`src/rtl/lfsr_pkg.sv`:
```
// Shared constants and single-step function for the 32-bit Fibonacci LFSR
// (x^32 + x^22 + x^2 + x + 1).
package lfsr_pkg;

    localparam int          LFSR_WIDTH        = 32;
    localparam logic [31:0] LFSR_TAPS         = 32'h8020_0003;
    localparam logic [31:0] LFSR_DEFAULT_SEED = 32'h0000_0001;

    // Feedback is the XOR of the tapped bits and enters at bit 0.
    // A nonzero state always maps to a nonzero state.
    function automatic logic [31:0] lfsr_step(input logic [31:0] s);
        return {s[30:0], ^(s & LFSR_TAPS)};
    endfunction

endpackage

```
`src/rtl/lfsr_step_n.sv`:
```
// Combinational chain of STEPS single LFSR steps.
module lfsr_step_n
    import lfsr_pkg::*;
#(
    parameter int STEPS = 1
) (
    input  logic [LFSR_WIDTH-1:0] state_i,
    output logic [LFSR_WIDTH-1:0] state_o
);

    logic [LFSR_WIDTH-1:0] chain [0:STEPS];

    assign chain[0] = state_i;

    for (genvar g = 0; g < STEPS; g++) begin : g_step
        assign chain[g+1] = lfsr_step(chain[g]);
    end

    assign state_o = chain[STEPS];

endmodule

```
`src/rtl/lfsr_prng.sv`:
```
// Free-running 32-bit LFSR PRNG: auto-seeds on the first edge after reset,
// supports runtime reseed, and advances STEPS bit-shifts per enabled clock.
module lfsr_prng
    import lfsr_pkg::*;
#(
    parameter int               WIDTH        = LFSR_WIDTH,
    parameter int               STEPS        = 1,
    parameter logic [WIDTH-1:0] DEFAULT_SEED = LFSR_DEFAULT_SEED
) (
    input  logic             clk,
    input  logic             rst,
    input  logic [WIDTH-1:0] seed,
    input  logic             en,
    input  logic             reseed,
    output logic [WIDTH-1:0] lfsr_out,
    output logic             seeded
);

    logic [WIDTH-1:0] state_q, state_d;
    logic             seeded_q, seeded_d;
    logic [WIDTH-1:0] seed_ld;
    logic [WIDTH-1:0] stepped;

    // A zero seed would lock the register at zero forever, so substitute.
    assign seed_ld = (seed == '0) ? DEFAULT_SEED : seed;

    lfsr_step_n #(
        .STEPS(STEPS)
    ) u_step (
        .state_i(state_q),
        .state_o(stepped)
    );

    always_comb begin
        state_d  = state_q;
        seeded_d = seeded_q;
        if (!seeded_q || reseed) begin
            state_d  = seed_ld;
            seeded_d = 1'b1;
        end else if (en) begin
            state_d = stepped;
        end
    end

    always_ff @(posedge clk or negedge rst) begin
        if (!rst) begin
            state_q  <= DEFAULT_SEED;
            seeded_q <= 1'b0;
        end else begin
            state_q  <= state_d;
            seeded_q <= seeded_d;
        end
    end

    assign lfsr_out = state_q;
    assign seeded   = seeded_q;

endmodule

```
`config.mk`:
```
export PLATFORM = sky130hd
export DESIGN_NAME = lfsr_prng
export DESIGN_NICKNAME = d
export VERILOG_FILES = /design/src/rtl/lfsr_pkg.sv /design/src/rtl/lfsr_step_n.sv /design/src/rtl/lfsr_prng.sv
export SDC_FILE = /design/constraint.sdc
export NUM_CORES = 1
export LEC_CHECK = 0
export ABC_AREA = 1
export CAP_MARGIN = 20
export CORE_UTILIZATION = 30
export CTS_CLUSTER_SIZE = 40
export DETAILED_ROUTE_END_ITERATION = 8
export PLACE_DENSITY = 0.55
export SLEW_MARGIN = 20
export SYNTH_ARGS = -nofsm -noshare
export SYNTH_HDL_FRONTEND = slang
export SYNTH_SLANG_ARGS = --single-unit
```
`constraint.sdc`:
```
create_clock -name clk -period 3.57 [get_ports clk]
set_clock_uncertainty 0.2 [all_clocks]
set_input_delay 0.5355 -clock clk [delete_from_list [all_inputs] [get_ports clk]]
set_output_delay 0.5355 -clock clk [all_outputs]
set_load 0.03 [all_outputs]
```
==> results by group <==
Run status
  – Status: finished, final reports clean

STA
  – RSZ-0062 raised after global routing: no
  – Fin crit period: 2.27 ns
  – WHS: 0.120 ns
  – Final setup TNS: 0 ns
  – Slew margin rel.: 0.425
  – Fmax: 0.441 GHz
  – Setup Viol. Count Final: 0
  – Final Hold Viols: 0
  – Max Slew Vio Count: 0
  – Worst Tran Pin Value: 0.862 ns
  – Period utilization: 0.636

Power
  – Power density cells: 408 nW/um^2
  – Peak VDD IR: 145 uV
  – Static Leakage: 1.09 nW

Clock tree
  – Sink Count: 33
  – Longest Clk Path Bufs: 2
  – TritonCTS clock tree: built
  – Worst-skew pair later-pin latency: 0.28 ns
  – H-tree Lvls: 2
  – Post-CTS sizing: 0
  – Root Driver: clkbuf_8
  – Setup Fix Bufs, Post-CTS: 0
  – Hold-fix buffer count after cts: 0
  – Cts bufs inserted: 5
  – Clock-pin slew on the worst setup and hold paths: 0.07 ns

Worst setup path
  – Critical R2R Launch: seeded
  – Slowest cell on crit path: clkdlybuf4s50_1
  – Crit path buf inv count: 1
  – Worst Path Required: 2.83 ns
  – WS Path Type: reg2out
  – Crit Path Max Fanout: 6
  – CP arrival: 1.53 ns
  – CP delay by family, top: buffers and inverters
  – Worst path max stage delay: 0.68 ns
  – Element type at the critical path end: output port
  – Worst Setup SP: lfsr_out[0]
  – Startpoint Class: flop
  – CP cell instances: clkdlybuf4s50_1

Placement
  – DP Area: 2390 um^2
  – HPWL after DPL: 3100 um
  – Gp weighted congestion: 0.770
  – I/O Buffers: 68

Route
  – DR vias: 1679
  – DRC violations left: 0
  – DR WL/cell: 13.1 um
  – Drt first pass iters: 4
  – Initial DRC Count: 100
  – Post-DR vias/cell: 4.70
  – Post-Route WL: 4660 um
  – Antenna-violating nets left: 0

Finish
  – Most common cell after layout, fill and taps aside: clkdlybuf4s50_1
  – Cell area after layout: 2470 um^2
  – Share of cells above drive strength 1: 0.0453
  – Final net count: 323
  – ANT cells: 0
  – Register Area: 827 um^2
  – Most frequent cells in the layout: 67 x clkdlybuf4s50_1, 52 x nand2_1, 49 x nor2_1
  – Area Overhead vs Synth: 47.3%
  – Fillers: 539
  – Multi-input logic area: 758 um^2

Logic synthesis
  – Sequential fraction of the synthesis area: 0.492
  – FF+latch count, synth: 33
  – Net Count, Synth: 258
  – Synth cell types: 21
  – Warnings, synthesis: 0
  – Cell Area, Synth: 1680 um^2
  – Post-Syn Instances: 222
  – Synthesized area per cell: 7.57 um^2

Die
  – Initial Util: 0.321
  – Height of the die: 76.8 um
  – Die ar.: 5900 um^2
  – Die width: 76.8 um
  – IO Pins: 69
  – Core Footprint: 5240 um^2
  – Cell Rows: 26

Global routing
  – First-pass GRT wire length: 7570 um
  – Overall Global Routing Usage: 0.164
  – Vias in the first global route: 1578
  – Number of antenna violations at the first check in global routing: 0
  – GR Overflow Total: 0
  – Pin count of the biggest net entering global routing: 34

Worst hold path
  – Hold/Removal Path Class: in2async

Flow run
  – MaxCap Viol Count: 0
-- synth_stat cells --
cell      count  area, um^2
a21oi_1      28         140
a22oi_1       3        22.5
buf_1         1        3.75
buf_2         4        20.0
buf_6         2        22.5
clkbuf_1      3        11.3
clkbuf_2      1        5.00
conb_1        1        3.75
dfrtp_1      32         801
dfstp_2       1        26.3
inv_1         6        22.5
inv_2         1        3.75
inv_4         1        6.26
nand2_1      52         195
nand3_1       1        5.00
nor2_1       49         184
nor2_4        1        11.3
nor2_8        1        20.0
o21ai_0      32         160
o21bai_1      1        7.51
xnor2_1       1        8.76
-- cells by family after synthesis --
kind of cell	after synthesis	share of synthesized area
compound gates	64	0.197
simple gates	104	0.247
xor+xnor	1	0.00521
other cells	1	0.00223
flops	33	0.492
buf+inv	19	0.0566
-- report_power, final --
part	internal (mW)	total, mW	switching, mW	leakage, nW
combinational	0.125	0.284	0.159	0.650
sequential	0.411	0.443	0.0320	0.391
clock	0.153	0.284	0.131	0.0443
-- final timing paths --
check / endpoint / slack, ns / cells past startpoint
worst max-delay path: lfsr_out[0] / 1.30 / 1
worst min-delay path: lfsr_out[16] / 0.12 / 1
worst max register to register: lfsr_out[24] / 1.79 / 7
worst min register to register: lfsr_out[0] / 0.31 / 2
max in group asynchronous: lfsr_out[30] / 2.57 / 1
min in group clk: lfsr_out[0] / 0.31 / 2
-- metal layers --
layer / routed length, um / GRT usage / up-vias
li1: - / - / 845
met3: 326 / 0.0512 / 2
met2: 2060 / 0.235 / 66
met1: 2260 / 0.228 / 766
met5: 0 / 0 / -
met4: 22 / 0.0596 / 0
-- layout make-up --
| class | instances | share of cell area |
|---|---|---|
| clock buffer | 7 | 0.0349 |
| tap | 70 | 0.0354 |
| timing repair buffer | 69 | 0.276 |
| multi-input combinational | 170 | 0.306 |
| inverter | 8 | 0.0131 |
| sequential | 33 | 0.334 |
-- worst reg2reg max path, cell delays in order, from the launching register on --
cell and delay, ns:
dfrtp_1 0.37, inv_1 0.09, nor2_4 0.04, inv_2 0.46, nor2_8 0.07, inv_4 0.26, nor2_1 0.08, a21oi_1 0.13
-- flip-flops by register name (all words and copies together), names as in the netlist --
signal / count
lfsr_out: 32
seeded: 1
-- per-stage QoR --
| step | setup slack (ns) | util | std cells | power [mW] |
|---|---|---|---|---|
| 2_1_floorplan | 2.00 | - | 222 | 0.591 |
| 3_3_place_gp | 1.10 | 0.456 | 350 | 0.736 |
| 3_5_place_dp | 1.17 | 0.456 | 350 | 0.735 |
| 4_1_cts | 1.28 | 0.473 | 357 | 1.02 |
| 5_1_grt | 1.26 | 0.473 | 357 | 1.07 |
| 6_report | 1.30 | 0.473 | 357 | 1.01 |
(Power assumes the default switching activity.)
